--- src/rtl/sc_pos_decounter.sv ---
// sc_pos_decounter: position down-counter driven by an active-low push-button.
// A press steps the position down once. Holding the button steps it again after
// HOLD_CYCLES, then every REPEAT_CYCLES. Also provides parallel load, a zero flag,
// and registered step/underflow pulses.
// Optional feature macro: SC_POSDECOUNTER_WRAP_EN. When undefined, a step at 0
// saturates. When defined, a step at 0 wraps to all ones.
module sc_pos_decounter #(
    parameter int unsigned DATAWIDTH     = 3,
    parameter int unsigned RESET_VALUE   = 7,
    parameter int unsigned TIMER_WIDTH   = 16,
    parameter int unsigned HOLD_CYCLES   = 8,
    parameter int unsigned REPEAT_CYCLES = 4
) (
    input  logic                 SC_posDECOUNTER_CLOCK_50,
    input  logic                 SC_posDECOUNTER_RESET_InLow,
    input  logic                 SC_posDECOUNTER_downcount_InLow,
    input  logic                 SC_posDECOUNTER_load_InLow,
    input  logic [DATAWIDTH-1:0] SC_posDECOUNTER_data_InBUS,
    output logic [DATAWIDTH-1:0] SC_posDECOUNTER_data_OutBUS,
    output logic                 SC_posDECOUNTER_zero_OutHigh,
    output logic                 SC_posDECOUNTER_step_OutHigh,
    output logic                 SC_posDECOUNTER_underflow_OutHigh
);

    typedef enum logic [1:0] {
        StIdle,
        StHold,
        StRepeat
    } state_e;

    // Terminal timer counts. The timer never counts past these values.
    localparam logic [TIMER_WIDTH-1:0] HoldLast   = TIMER_WIDTH'(HOLD_CYCLES - 1);
    localparam logic [TIMER_WIDTH-1:0] RepeatLast = TIMER_WIDTH'(REPEAT_CYCLES - 1);
    localparam logic [DATAWIDTH-1:0]   ResetPos   = DATAWIDTH'(RESET_VALUE);
    localparam logic [DATAWIDTH-1:0]   OnePos     = DATAWIDTH'(1);

    // Request path. Both stages reset to 0, which reads as "asserted".
    // A button held through reset therefore produces no press event.
    logic reqSync_q;
    logic reqDly_q;
    logic pressEvt;
    logic held;

    // FSM and hold/repeat timer
    state_e                 state_q;
    state_e                 state_d;
    logic [TIMER_WIDTH-1:0] timer_q;
    logic [TIMER_WIDTH-1:0] timer_d;
    logic                   stepDue;

    // Position and pulse registers
    logic [DATAWIDTH-1:0] pos_q;
    logic [DATAWIDTH-1:0] pos_d;
    logic                 step_q;
    logic                 step_d;
    logic                 underflow_q;
    logic                 underflow_d;

    logic loadEn;

    assign loadEn   = ~SC_posDECOUNTER_load_InLow;
    assign pressEvt = reqDly_q & ~reqSync_q;
    assign held     = ~reqSync_q;

    // Sample the request pin and keep one previous sample for edge detection.
    always_ff @(posedge SC_posDECOUNTER_CLOCK_50) begin
        if (!SC_posDECOUNTER_RESET_InLow) begin
            reqSync_q <= 1'b0;
            reqDly_q  <= 1'b0;
        end else begin
            reqSync_q <= SC_posDECOUNTER_downcount_InLow;
            reqDly_q  <= reqSync_q;
        end
    end

    // Register the FSM state and the hold/repeat timer.
    always_ff @(posedge SC_posDECOUNTER_CLOCK_50) begin
        if (!SC_posDECOUNTER_RESET_InLow) begin
            state_q <= StIdle;
            timer_q <= '0;
        end else begin
            state_q <= state_d;
            timer_q <= timer_d;
        end
    end

    // Compute the next state and timer value, and decide whether a step is due.
    always_comb begin
        state_d = state_q;
        timer_d = timer_q;
        stepDue = 1'b0;
        if (loadEn) begin
            // Load aborts any sequence. A step due in this cycle is dropped.
            state_d = StIdle;
            timer_d = '0;
        end else begin
            unique case (state_q)
                StIdle: begin
                    if (pressEvt) begin
                        stepDue = 1'b1;
                        timer_d = '0;
                        state_d = StHold;
                    end
                end
                StHold: begin
                    if (!held) begin
                        state_d = StIdle;
                        timer_d = '0;
                    end else if (timer_q == HoldLast) begin
                        stepDue = 1'b1;
                        timer_d = '0;
                        state_d = StRepeat;
                    end else begin
                        timer_d = timer_q + TIMER_WIDTH'(1);
                    end
                end
                StRepeat: begin
                    if (!held) begin
                        state_d = StIdle;
                        timer_d = '0;
                    end else if (timer_q == RepeatLast) begin
                        stepDue = 1'b1;
                        timer_d = '0;
                    end else begin
                        timer_d = timer_q + TIMER_WIDTH'(1);
                    end
                end
                default: begin
                    state_d = StIdle;
                    timer_d = '0;
                end
            endcase
        end
    end

    // Compute the next position and the step/underflow pulses (load beats step).
    always_comb begin
        pos_d       = pos_q;
        step_d      = 1'b0;
        underflow_d = 1'b0;
        if (loadEn) begin
            pos_d = SC_posDECOUNTER_data_InBUS;
        end else if (stepDue) begin
            if (pos_q != '0) begin
                pos_d  = pos_q - OnePos;
                step_d = 1'b1;
            end else begin
`ifdef SC_POSDECOUNTER_WRAP_EN
                pos_d       = '1;
                step_d      = 1'b1;
                underflow_d = 1'b1;
`else
                underflow_d = 1'b1;
`endif
            end
        end
    end

    // Register the position and the single-cycle pulses.
    always_ff @(posedge SC_posDECOUNTER_CLOCK_50) begin
        if (!SC_posDECOUNTER_RESET_InLow) begin
            pos_q       <= ResetPos;
            step_q      <= 1'b0;
            underflow_q <= 1'b0;
        end else begin
            pos_q       <= pos_d;
            step_q      <= step_d;
            underflow_q <= underflow_d;
        end
    end

    assign SC_posDECOUNTER_data_OutBUS       = pos_q;
    assign SC_posDECOUNTER_zero_OutHigh      = (pos_q == '0);
    assign SC_posDECOUNTER_step_OutHigh      = step_q;
    assign SC_posDECOUNTER_underflow_OutHigh = underflow_q;

endmodule

--- config.mk ---
export PLATFORM = sky130hd
export DESIGN_NAME = sc_pos_decounter
export DESIGN_NICKNAME = d
export VERILOG_FILES = /design/src/rtl/sc_pos_decounter.sv
export SDC_FILE = /design/constraint.sdc
export NUM_CORES = 1
export LEC_CHECK = 0
export CAP_MARGIN = 5
export CORE_MARGIN = 5
export CORE_UTILIZATION = 59
export CTS_BUF_LIST = sky130_fd_sc_hd__clkbuf_4
export CTS_CLUSTER_DIAMETER = 120
export DETAILED_ROUTE_END_ITERATION = 16
export PLACE_DENSITY = 0.82
export SLEW_MARGIN = 10
export SYNTH_ARGS = -nofsm -noshare
export SYNTH_HDL_FRONTEND = slang
export SYNTH_SLANG_ARGS = --single-unit
--- constraint.sdc ---
create_clock -name SC_posDECOUNTER_CLOCK_50 -period 1.9 [get_ports SC_posDECOUNTER_CLOCK_50]
set_input_delay 0.38 -clock SC_posDECOUNTER_CLOCK_50 [delete_from_list [all_inputs] [get_ports SC_posDECOUNTER_CLOCK_50]]
set_output_delay 0.38 -clock SC_posDECOUNTER_CLOCK_50 [all_outputs]
set_load 0.05 [all_outputs]
==> Yosys cells after proc, flatten, opt, wreduce, memory -nomap -nowiden <==
Index checks and enable logic that the tools add are counted.
{ "totals": {"ff_bits": 25, "in_bits": 7} }
{ "op_classes": {"n_addsub": 2, "n_eq_ne": 9, "mux": 23, "bitwise": 2, "n_reduce_logical": 7} }
{ "ops": {"columns": ["cell", "n"], "rows": [
  ["$mux W16", 5],
  ["$pmux W16 S3", 1],
  ["$add A16 B1 Y16 const B", 1],
  ["$eq A16 B2 Y1 const B", 1],
  ["$eq A16 B3 Y1 const B", 1],
  ["$mux W3", 3],
  ["$mux W1", 8],
  ["$mux W2", 4],
  ["$pmux W2 S3", 1],
  ["$reduce_and A3 Y1", 2],
  ["$ne A2 B1 Y1 const B", 2],
  ["$ne A2 B2 Y1 const B", 2],
  ["$reduce_and A2 Y1", 2],
  ["$logic_not A3 Y1", 1],
  ["$ne A3 B3 Y1 const B", 1],
  ["$pmux W1 S3", 1],
  ["$reduce_bool A3 Y1", 1],
  ["$sub A3 B1 Y3 const B", 1],
  ["$eq A2 B1 Y1 const B", 1],
  ["$eq A2 B2 Y1 const B", 1],
  ["$logic_not A2 Y1", 1],
  ["$and A1 B1 Y1", 1],
  ["$not A1 Y1", 1]
]} }

==> Depth between registers and ports, before layout <==
Gate-level depths: netlist (run 1).
{ "logic_depth": {"ltp_word": 7, "ltp_mapped": 7} }

==> Least setup slack after synthesis (run 1) <==
OpenSTA, ideal clock, no wires.
{ "synth_path": {"path_kind": "reg2reg", "from": "register pos_q[0] (netlist: SC_posDECOUNTER_data_OutBUS[0])", "to": "register pos_q[0] (netlist: SC_posDECOUNTER_data_OutBUS[0])", "t_arrival_ps": 2258, "t_required_ps": 1777, "path_slack_ps": -481, "path_stages_with_launch": 8, "n_path_buf": 0, "cell_sequence": "dfxtp_1 > inv_1 > ha_1 > nor2b_1 > or4_4 > o21ai_2 > xnor2_1 > o211ai_2"} }
{ "synth_between": {"elab_chain_len": 4, "elab_cells_between_ends": 7, "classes_between": "add/sub (1); eq/ne (1); mux (3); reduce/logical (2)"} }
{ "synth_rtl": {"columns": ["element", "line", "text"], "rows": [
  ["start: declaration", "52", "logic [DATAWIDTH-1:0] pos_q;"],
  ["start signal: assignment", "162", "pos_q <= ResetPos;"],
  ["start signal: assignment", "166", "pos_q <= pos_d;"],
  ["$sub A3 B1 Y3", "145", "pos_d = pos_q - OnePos;"],
  ["$mux W3", "144", "if (pos_q != '0) begin"],
  ["$mux W3", "143", "end else if (stepDue) begin"],
  ["$mux W3", "141", "if (loadEn) begin"]
]} }
Several ways; a longest one is shown, not always the timed one. The select of a mux whose other input is x is not followed.
A chain may end at the register's enable or synchronous reset.

==> Final worst setup path (run 1) <==
{ "layout_path": {"from": "register pos_q[1] (netlist: SC_posDECOUNTER_data_OutBUS[1])", "to": "output port SC_posDECOUNTER_data_OutBUS[1]"} }
{ "layout_rtl": {"columns": ["element", "line", "text"], "rows": [
  ["end: declaration", "19", "output logic [DATAWIDTH-1:0] SC_posDECOUNTER_data_OutBUS,"]
]} }
No word-level cell between the ends.

==> impl_metrics.csv, run 1 <==
group,metric,value,unit
global_routing,grt_usage,19.2,%
worst_setup_path,cp_slowest_cell,"clkdlybuf4s50_1",
timing,skew,0.0110,ns
drt,num_vias,1274,
timing,setup_slack,0.0488,ns
clocking,clk_latency,0.32,ns
timing,hold_slack,0.485,ns
synthesis,syn_area,0.00142,mm^2
placed_design,placed_area,0.00164,mm^2
synthesis,synth_cells,162,
drt,antenna_left,0,
job,maxCapViolations,0,
worst_setup_path,crit_chain,"clkdlybuf4s50_1",
timing,worstMarginPinSlew,0.498,ns
pwr,ir_worst_vdd,0.519,mV
worst_setup_path,cpLargestDelayFamily,"buffers and inverters",
die,die-area,0.00348,mm^2
synthesis,synth_area_per_cell,8.75,um^2
synthesis,ys_warn_count,0,
die,num_rows,17,
timing,hold_violations,0,
clocking,root_buffer,"clkbuf_4",
drt,drc,0,
synthesis,syn-num-nets,176,
final_layout,final.fill_count,167,
worst_setup_path,cp_max_fo,3,
synthesis,yosys_register_bits,25,
drt,wl_per_cell,14.4,um
final_layout,drive_gt1_share,17.6,%
synthesis,seq_area_frac_synth,35.3,%
global_routing,grt_antenna_before_repair,0,
timing,setup-tns-final,0,ns
clocking,cts.clk_slew.worst_paths,0.14,ns
global_routing,grt_pass1_vias,1205,
synthesis,synth_common_cells,"dfxtp_1, nand2_1, nand3_1, nor2_1, nand4_1",
synthesis,synth_most_common_cell,"dfxtp_1",
worst_setup_path,critPathBufInv,1,
pwr,powerDensity,526,mW/mm^2
global_routing,overflow,0,
final_layout,syn_to_final_growth,18.6,%
synthesis,synth_top_area_share,35.3,%
final_layout,diodes,0,
synthesis,synthFlopType,"dfxtp_1",
synthesis,synth_edf_count,0,
global_routing,grt_max_degree,15,
placed_design,gp_congestion,0.848,
timing,rsz0062_at_grt,"no",
timing,slew_headroom,66.8,%
hold_path,min_path_type,"reg2reg",
die,io_pins,13,
worst_setup_path,critical_path_class,"reg2out",
die,fp.dieW,59.0,um
placed_design,post-place-ws,0.102,ns
placed_design,hpwl,2390,um
drt,postRouteWirelength,3030,um
placed_design,portBuffers,12,
timing,setup_violations,0,
hold_path,holdCritStartpoint,"timer_q[1]",
worst_setup_path,path_depth,1,
synthesis,yosysUniqueCellTypes,44,
drt,drt_iter0_drc,71,
timing,fin_crit_sh,97.4,%
final_layout,nets,197,
clocking,cts_tree,"done",
synthesis,async_reset_ff_share,0,%
drt,routed_via_density,6.07,
die,core_area,0.00225,mm^2
timing,period_minus_slack,1.85,ns
worst_setup_path,startpoint_type,"flip-flop",
pwr,power,0.885,mW
drt,firstDrtPassIters,4,
clocking,cts_buffers,3,
timing,max_clock_freq,0.540,GHz
clocking,clockBufferDepth,2,
die,die_h,59.0,um
worst_setup_path,crit_start,"SC_posDECOUNTER_data_OutBUS[1]",
status,outcome,"finished clean",
timing,slew_viol_final,0,
worst_setup_path,crit_arrival,1.47,ns
worst_setup_path,r2r-start,"timer_q[0]",
synthesis,synthTopCellsByArea,"dfxtp_1, ha_1, mux2i_1",
pwr,power_leakage,0.633,nW
die,initial_core_util,62.9,%
synthesis,synth_top_cell_by_area,"dfxtp_1",
worst_setup_path,critPathCaptureType,"primary output",
worst_setup_path,cp.required,1.52,ns
clocking,htree_levels,1,
final_layout,fin_area,0.00168,mm^2
global_routing,grt_pass1_wl,5220,um
clocking,cts.sinks,25,
hold_path,hold_depth,2,
worst_setup_path,reg2reg_depth,6,
worst_setup_path,critPathMaxStageDelay,0.79,ns
placed cells by master (no fill, tap or decap), types with 3 or more instances in the layout:
cell type        netlist  final
nor3_1                 5      5
and2_1                 7      7
o21ai_0                5      5
ha_1                   7      5
dfxtp_1               25     22
inv_1                  6      5
nand2_1               16     16
or4_1                  4      4
o211ai_1               3      3
nand3_1               10     10
and3_1                 3      3
clkdlybuf4s50_1        0      9
mux2i_1                6      6
clkbuf_4               0      3
nand4_1                8      8
buf_4                  1      7
a21oi_1                5      5
xnor2_1                4      4
nor2_1                10      9
path summary, 6_finish.rpt:
path	to	slack, ns
setup reg to reg	timer_q[13]	0.11
hold / removal	timer_q[1]	0.48
setup / recovery	SC_posDECOUNTER_data_OutBUS[1]	0.05
hold reg to reg	timer_q[1]	0.48
stage by stage:
step	util, %	std cells
after floorplan	-	162
after global placement	72.9	206
after detailed placement	72.9	206
after CTS	74.1	210
after global routing	74.6	210
final	74.6	210
metal layers:
layer | GRT usage, % | vias up | part of all wire, %
met5 | 0 | - | 0
met4 | 8.09 | 0 | 1.7
met3 | 3.27 | 6 | 4.8
met2 | 30.9 | 36 | 48
met1 | 25.2 | 592 | 46
li1 | - | 640 | -
where the power goes:
group	switching, mW	internal [mW]
registers	0.00836	0.531
clock network	0.153	0.0787
logic	0.0654	0.0481
total	0.227	0.658
repair_timing:
item	in CTS	in global routing
buffers inserted	0	0
endpoints found under the setup margin	1	7
endpoints found under the hold margin	0	0
gates resized for setup	1	5
pin swaps	0	0
hold buffers	0	0
cells by family after synthesis:
family	Yosys count	share of synthesized area, %
and+or+nand+nor	81	33.6
AOI/OAI and AO/OA	27	14.0
DFF	25	35.3
buffers and inverters	10	2.91
adders and majority gates	7	6.18
xor gates and xnor gates	6	3.71
muxes	6	4.24
layout make-up:
| type | count | area [um^2] | share of cell area, % |
|---|---|---|---|
| Timing Repair Buffer | 19 | 184 | 10.9 |
| Clock inverter | 1 | 5.00 | 0.298 |
| Sequential cell | 25 | 509 | 30.3 |
| Multi-Input combinational cell | 127 | 900 | 53.5 |
| Inverter | 7 | 26.3 | 1.56 |
| Tap cell | 28 | 35.0 | 2.08 |
| Clock buffer | 3 | 22.5 | 1.34 |
flip-flops by register name, indices dropped and copies added, names as in the netlist:
name                               count
reqDly_q                               1
SC_posDECOUNTER_data_OutBUS            3
SC_posDECOUNTER_step_OutHigh           1
timer_q                               16
SC_posDECOUNTER_underflow_OutHigh      1
reqSync_q                              1
state_q                                2
Note: power is estimated with default switching activity, not from simulation.
==> inputs of run 2 (changes only) <==
- GPL_ROUTABILITY_DRIVEN: not set -> 0
==> results of run 2 <==
The final DEF is identical to that of run 1; final timing and power are the same.
==> inputs of run 3 (changes only) <==
- CORE_UTILIZATION: 59 -> 45
- PLACE_DENSITY: 0.82 -> not set
==> impl_metrics.csv, run 3 (synthesis results as in run 1) <==
group,metric,value,unit
global_routing,grt_pass1_vias,1203,
timing,slew_headroom,65.9,%
worst_setup_path,crit_chain,"clkdlybuf4s50_1",
placed_design,dp_cells,223,
drt,num_vias,1259,
worst_setup_path,cpLargestDelayFamily,"buffers and inverters",
worst_setup_path,critical_path_class,"reg2out",
final_layout,diodes,0,
drt,drt_iter0_drc,59,
pwr,power_leakage,0.648,nW
pwr,powerDensity,523,mW/mm^2
clocking,clk_latency,0.33,ns
global_routing,grt_max_degree,15,
die,num_rows,20,
status,outcome,"finished clean",
drt,postRouteWirelength,3230,um
drt,firstDrtPassIters,4,
hold_path,min_path_type,"reg2reg",
pwr,pwr-share-clk,27.3,%
timing,hold_slack,0.493,ns
worst_setup_path,cp_slowest_cell,"clkdlybuf4s50_1",
drt,drc,0,
drt,routed_via_density,5.55,
final_layout,fin_cells,227,
clocking,cts_tree,"done",
die,die-area,0.00437,mm^2
die,initial_core_util,46.8,%
timing,setup_violations,0,
final_layout,largest_reg_flops,16,
clocking,cts.sinks,25,
final_layout,syn_to_final_growth,21.8,%
job,maxCapViolations,0,
drt,antenna_left,0,
placed_design,placed_area,0.00168,mm^2
clocking,cts.clk_slew.worst_paths,0.14,ns
timing,period_minus_slack,1.83,ns
clocking,root_buffer,"clkbuf_4",
die,core_area,0.00303,mm^2
final_layout,final_cell_mix,"dfxtp_1, nand2_1, nand3_1, nor2_1, buf_4",
clocking,clockBufferDepth,2,
pwr,sequentialPowerShare,59.7,%
die,die_h,66.1,um
pwr,p_int,0.662,mW
die,fp.dieW,66.1,um
global_routing,grt_pass1_wl,5540,um
global_routing,grt_antenna_before_repair,0,
die,io_pins,13,
worst_setup_path,crit_arrival,1.45,ns
worst_setup_path,critPathCaptureType,"primary output",
worst_setup_path,critPathMaxStageDelay,0.79,ns
final_layout,drive_gt1_share,20.8,%
timing,max_clock_freq,0.547,GHz
timing,fin_crit_sh,96.1,%
worst_setup_path,critPathBufInv,1,
pwr,switching_share,26.7,%
clocking,ctsHoldBuffers,0,
worst_setup_path,startpoint_type,"flip-flop",
placed_design,portBuffers,12,
drt,wl_per_cell,14.2,um
final_layout,regMostFlops,"timer_q",
clocking,cts_buffers,3,
timing,rsz0062_at_grt,"no",
clocking,htree_levels,1,
pwr,p_switching,0.241,mW
timing,setup-tns-final,0,ns
final_layout,nets,198,
global_routing,overflow,0,
placed_design,hpwl,2480,um
final_layout,fin_area,0.00173,mm^2
final_layout,layout_commonest_cell,"dfxtp_1",
timing,skew,0.00361,ns
pwr,ir_worst_vdd,0.336,mV
timing,slew_viol_final,0,
pwr,power_frac_comb,13.0,%
worst_setup_path,cp_max_fo,1,
timing,hold_violations,0,
timing,worstMarginPinSlew,0.511,ns
worst_setup_path,cp.required,1.52,ns
global_routing,grt_usage,16.2,%
-- run 3: what timing repair did --
action	4_1_cts	5_1_grt
buffers inserted	0	0
endpoints found under the setup margin	0	9
gates resized for setup	0	8
-- run 3: routing by layer --
metal | part of all wire (%) | track usage, % | routed length (um) | vias to the layer above
met5 | 0 | 0 | 0 | -
li1 | - | - | - | 640
met4 | 1.3 | 5.58 | 42 | 0
met2 | 46 | 25.4 | 1480 | 12
met1 | 51 | 22.5 | 1640 | 602
met3 | 1.9 | 2.55 | 61 | 5
-- run 3: final timing paths --
path	cells after the start	startpoint	to	slack (ns)
worst min register to register	2	timer_q[1]	timer_q[1]	0.49
worst max register to register	7	SC_posDECOUNTER_data_OutBUS[0]	SC_posDECOUNTER_data_OutBUS[0]	0.10
worst max-delay path	1	SC_posDECOUNTER_underflow_OutHigh	SC_posDECOUNTER_underflow_OutHigh	0.07
worst min-delay path	2	timer_q[1]	timer_q[1]	0.49
-- run 3: area by class of cell --
cell class,count,area (um^2)
fill,298,1300
multi-input combinational,127,907
sequential,25,510
tap,44,55.1
clock inverter,1,5.00
clock buffer,3,22.5
timing repair buffer,20,200
inverter,7,26.3
-- run 3: power by group through the flow --
stage / Clock [mW] / Combinational [mW] / Sequential [mW]
global placement: 0 / 0.114 / 0.551
detailed placement: 0 / 0.116 / 0.551
global route: 0.278 / 0.130 / 0.542
CTS: 0.258 / 0.117 / 0.540
finish: 0.246 / 0.117 / 0.540
floorplan: 0 / 0.0518 / 0.567
-- run 3: stage by stage --
step / setup slack [ns] / utilization [%] / total power [mW]
finish: 0.0733 / 57.0 / 0.903
global route: 0.00415 / 57.0 / 0.950
CTS: 0.00242 / 56.4 / 0.915
detailed placement: 0.0770 / 55.5 / 0.668
global placement: 0.120 / 55.5 / 0.666
floorplan: 0.0170 / - / 0.618
